File: src/rtl/irq_pkg.sv
// Shared definitions for the interrupt controller: register map, FSM encoding
// and the vector address helper.
package irq_pkg;

    localparam logic [1:0] IRQ_MASK   = 2'd0;
    localparam logic [1:0] IRQ_PEND   = 2'd1;
    localparam logic [1:0] IRQ_ACTIVE = 2'd2;
    localparam logic [1:0] IRQ_EOI    = 2'd3;

    typedef enum logic [1:0] {
        IRQ_IDLE    = 2'd0,
        IRQ_REQ     = 2'd1,
        IRQ_SERVICE = 2'd2
    } irq_state_e;

    // Handler address for a source; the 32-bit result wraps naturally.
    function automatic logic [31:0] irq_vector(input logic [31:0] base,
                                               input logic [31:0] stride,
                                               input logic [4:0]  id);
        return base + ({27'd0, id} * stride);
    endfunction

endpackage

File: src/rtl/irq_prio_enc.sv
// Fixed-priority encoder: the lowest set request index wins.
module irq_prio_enc
    import irq_pkg::*;
#(
    parameter int N_SRC = 8
) (
    input  logic [N_SRC-1:0] req,
    output logic             any,
    output logic [4:0]       id
);

    // Scan from the top down so the lowest index overwrites last.
    always_comb begin
        any = 1'b0;
        id  = 5'd0;
        for (int i = N_SRC - 1; i >= 0; i--) begin
            any = any | req[i];
            id  = req[i] ? 5'(i) : id;
        end
    end

endmodule

File: src/rtl/irq_controller.sv
// Edge-triggered interrupt controller: latches pending requests, presents the
// highest-priority enabled one to the CPU and holds it through ack and EOI.
module irq_controller
    import irq_pkg::*;
#(
    parameter int          N_SRC      = 8,
    parameter logic [31:0] VEC_BASE   = 32'h0000_0018,
    parameter int          VEC_STRIDE = 4
) (
    input  logic             clk,
    input  logic             Rst,
    input  logic [N_SRC-1:0] src_irq,
    input  logic             irq_ack,
    input  logic             reg_we,
    input  logic [1:0]       reg_addr,
    input  logic [31:0]      reg_wdata,
    output logic [31:0]      reg_rdata,
    output logic             EX_irq,
    output logic [31:0]      INT_Vector,
    output logic [4:0]       active_id
);

    logic [N_SRC-1:0] src_prev_r;
    logic [N_SRC-1:0] pending_r;
    logic [N_SRC-1:0] mask_r;
    irq_state_e       state_r;
    logic             ex_irq_r;
    logic [31:0]      int_vector_r;
    logic [4:0]       active_id_r;

    logic [N_SRC-1:0] rise_s;
    logic [N_SRC-1:0] active_oh_s;
    logic [N_SRC-1:0] w1c_s;
    logic [N_SRC-1:0] ack_clr_s;
    logic [N_SRC-1:0] pending_nxt_s;
    logic [N_SRC-1:0] eligible_s;
    logic             win_any_s;
    logic [4:0]       win_id_s;
    logic             ack_take_s;
    logic             act_pending_s;
    logic             act_enabled_s;
    logic             mask_we_s;
    logic             eoi_s;
    logic             valid_s;
    logic [31:0]      rdata_s;
    logic             unused_wdata_s;

    // One-hot decode of the presented id, avoiding a variable-width bit select.
    always_comb begin
        active_oh_s = {N_SRC{1'b0}};
        for (int i = 0; i < N_SRC; i++) begin
            active_oh_s[i] = (active_id_r == 5'(i));
        end
    end

    assign rise_s        = src_irq & ~src_prev_r;
    assign ack_take_s    = (state_r == IRQ_REQ) && irq_ack;
    assign mask_we_s     = reg_we && (reg_addr == IRQ_MASK);
    assign eoi_s         = reg_we && (reg_addr == IRQ_EOI);
    assign w1c_s         = (reg_we && (reg_addr == IRQ_PEND)) ? reg_wdata[N_SRC-1:0] : {N_SRC{1'b0}};
    assign ack_clr_s     = ack_take_s ? active_oh_s : {N_SRC{1'b0}};
    // A rise in the same cycle as a clear keeps the bit pending.
    assign pending_nxt_s = (pending_r & ~(w1c_s | ack_clr_s)) | rise_s;
    assign eligible_s    = pending_r & mask_r;
    assign act_pending_s = |(pending_r & active_oh_s);
    assign act_enabled_s = |(mask_r & active_oh_s);
    assign valid_s       = (state_r == IRQ_REQ) || (state_r == IRQ_SERVICE);
    assign unused_wdata_s = ^reg_wdata;

    irq_prio_enc #(.N_SRC(N_SRC)) u_prio (
        .req (eligible_s),
        .any (win_any_s),
        .id  (win_id_s)
    );

    // Edge history, pending latch and mask register.
    always_ff @(posedge clk) begin
        if (Rst) begin
            src_prev_r <= {N_SRC{1'b0}};
            pending_r  <= {N_SRC{1'b0}};
            mask_r     <= {N_SRC{1'b0}};
        end else begin
            src_prev_r <= src_irq;
            pending_r  <= pending_nxt_s;
            if (mask_we_s) begin
                mask_r <= reg_wdata[N_SRC-1:0];
            end
        end
    end

    // Request/service FSM with registered CPU-facing outputs.
    always_ff @(posedge clk) begin
        if (Rst) begin
            state_r      <= IRQ_IDLE;
            ex_irq_r     <= 1'b0;
            int_vector_r <= 32'd0;
            active_id_r  <= 5'd0;
        end else begin
            case (state_r)
                IRQ_IDLE: begin
                    if (win_any_s) begin
                        state_r      <= IRQ_REQ;
                        ex_irq_r     <= 1'b1;
                        active_id_r  <= win_id_s;
                        int_vector_r <= irq_vector(VEC_BASE, 32'(VEC_STRIDE), win_id_s);
                    end
                end
                IRQ_REQ: begin
                    if (irq_ack) begin
                        state_r  <= IRQ_SERVICE;
                        ex_irq_r <= 1'b0;
                    end else if (!act_pending_s || !act_enabled_s) begin
                        state_r  <= IRQ_IDLE;
                        ex_irq_r <= 1'b0;
                    end
                end
                IRQ_SERVICE: begin
                    ex_irq_r <= 1'b0;
                    if (eoi_s) begin
                        state_r <= IRQ_IDLE;
                    end
                end
                default: begin
                    state_r  <= IRQ_IDLE;
                    ex_irq_r <= 1'b0;
                end
            endcase
        end
    end

    // Register read mux; reads have no side effects.
    always_comb begin
        rdata_s = 32'd0;
        case (reg_addr)
            IRQ_MASK:   rdata_s[N_SRC-1:0] = mask_r;
            IRQ_PEND:   rdata_s[N_SRC-1:0] = pending_r;
            IRQ_ACTIVE: rdata_s = {valid_s, 26'd0, active_id_r};
            IRQ_EOI:    rdata_s = 32'd0;
            default:    rdata_s = 32'd0;
        endcase
    end

    assign reg_rdata  = rdata_s;
    assign EX_irq     = ex_irq_r;
    assign INT_Vector = int_vector_r;
    assign active_id  = active_id_r;

endmodule

File: config.mk
export PLATFORM = sky130hd
export DESIGN_NAME = irq_controller
export DESIGN_NICKNAME = d
export VERILOG_FILES = /design/src/rtl/irq_pkg.sv /design/src/rtl/irq_prio_enc.sv /design/src/rtl/irq_controller.sv
export SDC_FILE = /design/constraint.sdc
export NUM_CORES = 1
export LEC_CHECK = 0
export ABC_AREA = 1
export BUFFER_PORTS_ARGS = -buffer_cell sky130_fd_sc_hd__buf_2
export CORE_MARGIN = 3
export CORE_UTILIZATION = 49
export DETAILED_ROUTE_END_ITERATION = 12
export PLACE_DENSITY_LB_ADDON = 0.1
export SETUP_SLACK_MARGIN = 0.02
export SLEW_MARGIN = 20
export SYNTH_ARGS = -nofsm -noshare
export SYNTH_HDL_FRONTEND = slang
export SYNTH_SLANG_ARGS = --single-unit
File: constraint.sdc
create_clock -name clk -period 3.25 [get_ports clk]
set_input_delay 0.325 -clock clk [delete_from_list [all_inputs] [get_ports clk]]
set_output_delay 0.325 -clock clk [all_outputs]
set_load 0.1 [all_outputs]
# Word level (Yosys, flattened, before mapping)

Cells that the tools add are included.

Register bits: 64
Input port bits: 46
Output and inout bits: 70
Logic and storage cells: 76

Add/sub/neg operators: 1
Eq/ne operators: 15
Mux-type cells: 21
Bitwise gates (word level): 16
Reductions and logical operators: 16

Operator list:

| kind                                                                   | number |
|---|---|
| 8-bit AND                                                              | 5 |
| 5-bit two-way mux                                                      | 7 |
| 8-bit one-hot mux with 4 select lines                                  | 1 |
| 24-bit two-way mux                                                     | 1 |
| 5-bit by 3-bit equality test with 1-bit output (second input constant) | 4 |
| 8-bit two-way mux                                                      | 2 |
| 8-bit NOT                                                              | 2 |
| 8-bit bitwise OR                                                       | 2 |
| 8-bit OR reduction                                                     | 2 |
| 5-bit by 2-bit equality test with 1-bit output (second input constant) | 2 |
| 5-bit by 7-bit adder with 8-bit output (first input constant)          | 1 |
| 2-bit two-way mux                                                      | 4 |
| 1-bit bitwise OR                                                       | 7 |
| 2-bit equality test (second input constant)                            | 3 |
| 2-bit one-hot mux with 3 select lines                                  | 1 |
| 5-bit by 1-bit equality test with 1-bit output (second input constant) | 1 |
| 5-bit logical NOT                                                      | 1 |
| 2-bit by 1-bit equality test with 1-bit output (second input constant) | 2 |
| 1-bit logical AND                                                      | 4 |
| 2-bit logical NOT                                                      | 2 |
| 2-bit AND reduction                                                    | 2 |
| 1-bit two-way mux                                                      | 3 |
| 3-bit two-way mux                                                      | 1 |
| 3-bit by 2-bit != test with 1-bit output (second input constant)       | 1 |
| 6 further kinds                                                        | 8 |

# Logic depth before layout (Yosys ltp)

Gate-level depths: netlist (run 1).

Depth in word-level cells: 10
Mapped depth: 10
Gate-level depth less buffers: 9

# Modules after synthesis

From an unflattened synthesis (run 1), not the netlist that was laid out.

Cell total of the unflattened synthesis: 348
Area, all modules: 2373.5 um2

Modules (own cells, without submodules):

| module         | times used | cells an instance | area each (um2) | sequential area each (um2) |
|---|---|---|---|---|
| irq_controller | 1          | 323               | 2255.9          | 740.7 |
| irq_prio_enc   | 1          | 25                | 117.6           | 0.0 |

# Worst setup path after synthesis (run 1)

Ideal clock, no wire load.

Path type: register to output
Start point: register active_id_r[2], in the netlist active_id[2]
End point: output port reg_rdata[2]
Data arrival time: 2.802 ns
Required time: 2.925 ns
Setup slack: 0.123 ns
Stages on the path, launching flop included: 4
Buffers on the path: 1
Cell sequence: dfxtp_1 > inv_2 > buf_6 > o211ai_1

Longest elaborated chain between the ends: 1

Ends and longest elaborated chain:

| element                               | line                  | source |
|---|---|---|
| start: declaration                    | irq_controller.sv:29  | `logic [4:0] active_id_r;` |
| start signal: assignment              | irq_controller.sv:104 | `active_id_r <= win_id_s;` |
| 8-bit one-hot mux with 4 select lines | irq_controller.sv:134 | `case (reg_addr)` |
| end: declaration                      | irq_controller.sv:17  | `output logic [31:0] reg_rdata,` |

No other way between the ends.

# Worst setup path in the final report (run 1)

Start point: register active_id_r[0], in the netlist active_id[0]
End point: output port reg_rdata[0]

The elaborated chain is that of the path after synthesis.

==> results.yml, run 1 <==
worst_setup_path:
  startpoint_type: "register"
  rr_startpoint: "active_id[0]"
  crit_path_end_kind: "output port"
  startpoint: "active_id[0]"
  worstReg2RegEnd: "state_r[0]"
  worstPathCellList: "inv_2 -> o211ai_1 -> buf_2"
  path_class: "reg -> out"
  worst_r2r_path_depth: 8
  worst-path-max-fanout: 18
  crit_path_top_delay_cell: "dfxtp_1"
  arrival_ps: 1930
  cp.required_ps: 2920
  critical-path-max-stage-delay_ps: 830
  rrSetupSlack_ps: 1420
synthesis:
  ys_types: 29
  synth_area_mm2: 0.002208
  synth-seq-cells: 33
  synthCells: 305
  yosys_warnings: 0
  yosysSeqAreaShare_pct: 29.92
  synth.avg_cell_area_um2: 7.241
timing:
  rsz0062_at_grt: "no"
  fmax_mhz: 443.3
  min_period_over_period_pct: 69.40
  hold_violations: 0
  setup-tns-final_ps: 0
  max_slew.worst_pin.slew_ps: 783.6
  drv_slew: 0
  postLayoutSetupSlackWorst_ps: 994.4
  setup_violations: 0
  whs_ps: 255.5
  period_needed_ps: 2256
  max_slew_margin_pct: 47.69
  finClkSkew_ps: 5.255
cts:
  clkSinkCount: 33
  ctsResizeCount: 0
  clock_latency_ps: 280
  post_cts_buffers: 0
  cts_buffers: 5
  cts.clk_slew.worst_paths_ps: 60
  cts_tree: "done"
  hold_buffers: 0
  clockRootBuffer: "clkbuf_8"
  htreeDepth: 2
  clockBufferDepth: 2
pwr:
  leakagePower_nw: 1.166
  powerDensity_mw_per_mm2: 610.8
  vdd_drop_max_uv: 296.8
min_path:
  hold-path-endpoint: "src_prev_r[5]"
  min_path_type: "in -> reg"
  hold_depth: 3
  hold_path.startpoint: "src_irq[5]"
final_layout:
  syn_to_final_growth_pct: 2.323
  post_layout_nonfiller_instances: 389
  final_common_cell: "conb_1"
  fin_nets: 390
  final_cell_mix: "53 x conb_1, 51 x nand2_1, 38 x buf_2"
  diodes: 0
  drive_gt1_share_pct: 19.76
place:
  portBuffers: 38
  dp_hpwl_mm: 3.623
  gp_congestion: 0.8698
  placed_cells: 383
  pre_cts_ws_ps: 1283
routing:
  antenna_left: 0
  vias_per_cell: 4.799
  routedWlPerCell_um: 11.94
  drtPass1Iterations: 4
  drtIter0Drc: 107
  route.detailed.drc: 0
  totalWireLength_mm: 4.644
  vias: 1867
floorplanning:
  ios: 116
  fp.dieW_um: 73.14
  die_h_um: 73.14
  fp.dieArea_mm2: 0.005349
  core-area_mm2: 0.004173
  rows: 23
  initial_utilization_pct: 52.92
global_route:
  grt_max_degree: 24
  track_usage_pct: 18.37
  grt_pass1_vias: 1631
  grt_overflow: 0
  grt_pass1_wl_mm: 7.610
  antenna_found_initial: 0
run:
  cap_violations: 0
outcome:
  status: "completed"
[cells in the mapped netlist]
cell	n	area share [%]
nand2_1	51	8.7
nor2_2	3	0.85
a21oi_1	16	3.6
nand4_1	19	5.4
dfxtp_1	33	30
nand3_1	11	2.5
clkbuf_1	3	0.51
inv_1	22	3.7
nor2_1	35	5.9
nand3_4	1	0.79
a22o_1	4	1.6
conb_1	1	0.17
nor2_8	1	0.91
buf_2	1	0.23
buf_4	55	19
ha_1	4	2.3
o21ai_1	3	0.68
o21ai_0	9	2.0
buf_8	1	0.68
nor4_1	3	0.85
nand3_2	1	0.45
nand2_2	4	1.1
nor2_4	4	2.0
o31ai_1	5	1.7
buf_6	3	1.5
inv_2	7	1.2
nand4_2	1	0.57
o211ai_1	3	1.0
a211oi_1	1	0.34
[critical path: cells and delay by family, from the launching register on]
family | cells | cell delay (ps)
flops | 1 | 830
buf+inv | 2 | 610
compound gates | 1 | 210
[layer usage]
layer / track usage (%) / vias up / wire, um
li1: - / 966 / -
met1: 25.78 / 815 / 2184
met2: 27.61 / 79 / 2025
met3: 3.994 / 7 / 372
met4: 6.352 / 0 / 62
met5: 0 / - / 0
[layout make-up]
cell class,instances,area [um^2]
clock inverters,1,5.005
repair buffers,39,197.7
fillers,451,1913
clock buffers,5,68.82
multi-input cells,232,1156
inverters,29,108.9
well taps,50,62.56
flip-flops and latches,33,660.6
[state kept, by name, summed over array words and instances (netlist names)]
signal	count
pending_r	8
active_id	3
state_r	2
mask_r	8
INT_Vector	3
EX_irq	1
src_prev_r	8
[stage by stage]
| step | util (%) | power (mW) | instance area (um^2) |
|---|---|---|---|
| after floorplan | - | 1.104 | 2404 |
| after global placement | 52.38 | 1.109 | 2186 |
| after detailed placement | 52.38 | 1.112 | 2186 |
| after CTS | 54.15 | 1.384 | 2260 |
| after global routing | 54.15 | 1.448 | 2260 |
| final | 54.15 | 1.380 | 2260 |
[cells by family (layout without fill, tap and decap cells)]
family | after synthesis | after routing | share of synthesized area (%)
compound gates | 41 | 41 | 10.99
fa+ha+maj | 4 | 4 | 2.266
other cells | 1 | 53 | 0.1698
flops | 33 | 33 | 29.91
buf+inv | 92 | 74 | 26.57
simple gates | 134 | 134 | 30.08
[worst max-delay path by stage]
stage | end | slack (ps)
2_1_floorplan | reg_rdata[2] | 120
4_1_cts | reg_rdata[0] | 990
3_5_place_dp | reg_rdata[0] | 1280
6_report | reg_rdata[0] | 990
3_3_place_gp | reg_rdata[0] | 1320
5_1_grt | reg_rdata[0] | 890
[power by group]
group | internal [mW] | switching [mW] | total (mW) | leakage (nW)
Sequential | 0.439 | 0.0423 | 0.481 | 0.273
Combinational | 0.0810 | 0.544 | 0.625 | 0.853
Clock | 0.140 | 0.134 | 0.274 | 0.0399
Total | 0.661 | 0.720 | 1.38 | 1.17
Note: power is estimated with default switching activity, not from simulation.
==> run 2: changes to the inputs <==
Settings changed: CORE_UTILIZATION 49 to 45.
Clock period 3.25 ns to 2.3 ns, I/O delays scaled along.
==> results.yml, run 2 (synthesis results as in run 1) <==
outcome:
  status: "completed"
place:
  dp_hpwl_mm: 3.835
  portBuffers: 38
  placed_cells: 398
  gp_congestion: 0.8431
  place_area_mm2: 0.002216
floorplanning:
  die_h_um: 76.06
  rows: 24
  initial_utilization_pct: 48.70
  fp.dieArea_mm2: 0.005784
  ios: 116
  fp.dieW_um: 76.06
  core-area_mm2: 0.004534
pwr:
  swShare_pct: 52.02
  power.share.clock_pct: 20.8
  p_switching_mw: 1.029
  seq_power_share_pct: 35.0
  vdd_drop_max_uv: 557.8
  combPwrFrac_pct: 44.1
  internal_power_mw: 0.9494
  leakagePower_nw: 1.166
  powerDensity_mw_per_mm2: 860.5
worst_setup_path:
  cp.required_ps: 2070
  startpoint_type: "register"
  arrival_ps: 1570
  path_class: "reg -> out"
  crit_path_end_kind: "output port"
  worstPathCellList: "inv_2 -> o211ai_1 -> buf_2"
  worst-path-max-fanout: 14
  crit_path_top_delay_cell: "dfxtp_2"
  critical-path-max-stage-delay_ps: 480
final_layout:
  fin_util_pct: 50.72
  syn_to_final_growth_pct: 4.136
  final_cell_mix: "53 x conb_1, 51 x nand2_1, 38 x buf_2"
  diodes: 0
  post_layout_nonfiller_instances: 406
  final_cell_area_mm2: 0.002300
  drive_gt1_share_pct: 20.82
  final_common_cell: "conb_1"
  largestRegisters: "mask_r x8, pending_r x8, src_prev_r x8"
  fin_nets: 390
run:
  cap_violations: 0
global_route:
  grt_pass1_wl_mm: 7.921
  grt_overflow: 0
  track_usage_pct: 16.59
  grt_pass1_vias: 1642
  grt_max_degree: 23
  antenna_found_initial: 0
cts:
  clockBufferDepth: 2
  hold_buffers: 0
  cts_tree: "done"
  clock_latency_ps: 280
  clkSinkCount: 33
  clockRootBuffer: "clkbuf_8"
  post_cts_buffers: 0
  cts_buffers: 5
  ctsResizeCount: 0
  htreeDepth: 2
  cts.clk_slew.worst_paths_ps: 60
timing:
  setup-tns-final_ps: 0
  drv_slew: 0
  finClkSkew_ps: 5.685
  rsz0062_at_grt: "no"
  period_needed_ps: 1799
  whs_ps: 162.7
  fmax_mhz: 556.0
  setup_violations: 0
  hold_violations: 0
  min_period_over_period_pct: 78.20
routing:
  vias: 1894
  drtPass1Iterations: 4
  routedWlPerCell_um: 11.97
  route.detailed.drc: 0
  totalWireLength_mm: 4.861
  vias_per_cell: 4.665
  antenna_left: 0
  drtIter0Drc: 174
min_path:
  min_path_type: "in -> reg"
run 2: layout make-up:
type,count,area [um^2]
clock buffers,7,76.32
clock inverters,1,7.507
fillers,491,2235
inverters,29,111.4
multi-input cells,232,1156
flip-flops and latches,33,669.4
well taps,65,81.33
repair buffers,39,197.7
run 2: worst paths after layout:
path / start / to / depth (start not counted) / slack [ps]
max reg2reg: active_id[2] / state_r[1] / 8 / 890
min: src_irq[4] / src_prev_r[4] / 3 / 160
min reg2reg: src_prev_r[4] / pending_r[4] / 1 / 410
max: active_id[2] / reg_rdata[2] / 3 / 500
run 2: per-stage QoR:
stage	total power [mW]	setup slack, ps
2_1_floorplan	1.570	-357.6
3_3_place_gp	1.574	805.6
3_5_place_dp	1.576	806.8
4_1_cts	1.989	500.4
5_1_grt	2.080	415.2
6_report	1.979	501.3
run 2: routing by layer:
metal  vias to the layer above  track usage, %  part of all wire [%]
li1                        962               -                     -
met1                       834           22.96                    44
met2                        92           26.95                    46
met3                         6           3.310                   8.9
met4                         0           3.261                   1.1
met5                         -               0                     0
run 2: worst max-delay path: cells and delay by family (launching register included):
| kind | cells | cell delay (ps) |
|---|---|---|
| AOI/OAI and AO/OA | 1 | 180 |
| buffers and inverters | 2 | 630 |
| DFF | 1 | 480 |
run 2: power groups by stage:
stage | sequential [mW] | clock [mW] | combinational (mW)
detailed placement | 0.705 | 0 | 0.871
floorplan | 0.790 | 0 | 0.780
global placement | 0.705 | 0 | 0.869
CTS | 0.692 | 0.425 | 0.872
finish | 0.693 | 0.412 | 0.873
global route | 0.702 | 0.461 | 0.917
==> run 3: changes to the inputs <==
Settings changed: CORE_UTILIZATION 45 to 41.
Clock period 2.3 ns to 1.65 ns, I/O delays scaled along.
==> results.yml, run 3 (synthesis results as in run 1) <==
final_layout:
  largestRegisters: "mask_r x8, pending_r x8, src_prev_r x8"
  fillerInstances: 570
  drive_gt1_share_pct: 23.12
  fin_util_pct: 47.68
  fin_nets: 395
  syn_to_final_growth_pct: 11.67
  final_cell_mix: "53 x conb_1, 51 x nand2_1, 34 x nor2_1"
  diodes: 0
  final_common_cell: "conb_1"
timing:
  hold_violations: 0
  max_slew_margin_pct: 65.50
  drv_slew: 0
  whs_ps: 92.15
  rsz0062_at_grt: "no"
  finClkSkew_ps: 7.358
  min_period_over_period_pct: 93.72
  period_needed_ps: 1546
  fmax_mhz: 646.6
  max_slew.worst_pin.slew_ps: 516.9
  setup_violations: 0
floorplanning:
  die_h_um: 79.39
  fp.dieArea_mm2: 0.006303
  core-area_mm2: 0.005172
  initial_utilization_pct: 42.69
  fp.dieW_um: 79.39
  rows: 26
  ios: 116
cts:
  ctsResizeCount: 0
  cts_tree: "done"
  clockBufferDepth: 2
  htreeDepth: 2
  clock_latency_ps: 290
  clkSinkCount: 33
  cts_buffers: 5
  cts.clk_slew.worst_paths_ps: 70
  post_cts_buffers: 0
  hold_buffers: 0
  clockRootBuffer: "clkbuf_8"
worst_setup_path:
  arrival_ps: 1380
  startpoint_type: "register"
  path_class: "reg -> out"
  crit_path_end_kind: "output port"
  cp.required_ps: 1480
  worst-path-max-fanout: 12
outcome:
  status: "completed"
routing:
  drtPass1Iterations: 4
  route.detailed.drc: 0
  drtIter0Drc: 111
  totalWireLength_mm: 5.041
  vias_per_cell: 4.599
  antenna_left: 0
  vias: 1913
  routedWlPerCell_um: 12.12
pwr:
  leakagePower_nw: 1.226
  vdd_drop_max_uv: 576.6
  powerDensity_mw_per_mm2: 1151
  power_mw: 2.839
global_route:
  antenna_found_initial: 0
  grt_pass1_wl_mm: 8.280
  grt_overflow: 0
  grt_pass1_vias: 1684
  grt_max_degree: 23
  track_usage_pct: 16.85
place:
  dp_hpwl_mm: 4.041
  gp_congestion: 0.8552
  portBuffers: 38
min_path:
  min_path_type: "in -> reg"
run:
  cap_violations: 0
run 3: changes by cell type in the layout (fill, tap and decap cells not counted), sizes merged:
cell	previous run	this run
buf	39	44
clkbuf	7	5
clkinv	0	2
clkinvlp	1	0
inv	29	30
run 3: power breakdown:
| group | total [mW] | switching (mW) | internal [mW] | leakage (nW) |
|---|---|---|---|---|
| Clock | 0.591 | 0.299 | 0.292 | 0.0482 |
| Sequential | 0.959 | 0.0921 | 0.867 | 0.275 |
| Combinational | 1.29 | 1.08 | 0.207 | 0.903 |
run 3: path summary, 6_finish.rpt:
check / from / endpoint / slack, ps / cells after the start
hold reg to reg: src_prev_r[3] / pending_r[3] / 410 / 1
setup / recovery: active_id[1] / reg_rdata[1] / 100 / 3
setup reg to reg: mask_r[2] / INT_Vector[4] / 230 / 7
hold / removal: src_irq[2] / src_prev_r[2] / 90 / 3
run 3: metrics by stage:
stage / setup TNS, ps / area, um^2 / instances / worst slack (ps)
6_report: 0 / 2466 / 416 / 103.6
5_1_grt: 0 / 2466 / 416 / 21.86
4_1_cts: 0 / 2466 / 416 / 88.82
3_5_place_dp: 0 / 2381 / 408 / 264.3
3_3_place_gp: 0 / 2381 / 408 / 249.3
2_1_floorplan: -2194 / 2441 / 357 / -742.8
run 3: cell type report:
class	count	area (um^2)	area share, %
repair buffers	44	340.3	13.80
flip-flops and latches	33	671.9	27.24
clock buffers	5	68.82	2.790
multi-input cells	232	1167	47.34
clock inverters	3	16.27	0.6596
well taps	70	87.58	3.551
inverters	29	113.9	4.617
run 3: worst max-delay path, cell delays in order, from the launching register on:
cell,delay [ps]
dfxtp_4,450
inv_2,140
o211ai_1,280
buf_12,220
run 3: routing by layer:
metal	track usage (%)	vias up	part of all wire, %
met5	0	-	0
met4	4.124	0	1.2
met3	3.612	8	6.8
met2	27.02	82	45
met1	23.04	846	47
li1	-	977	-
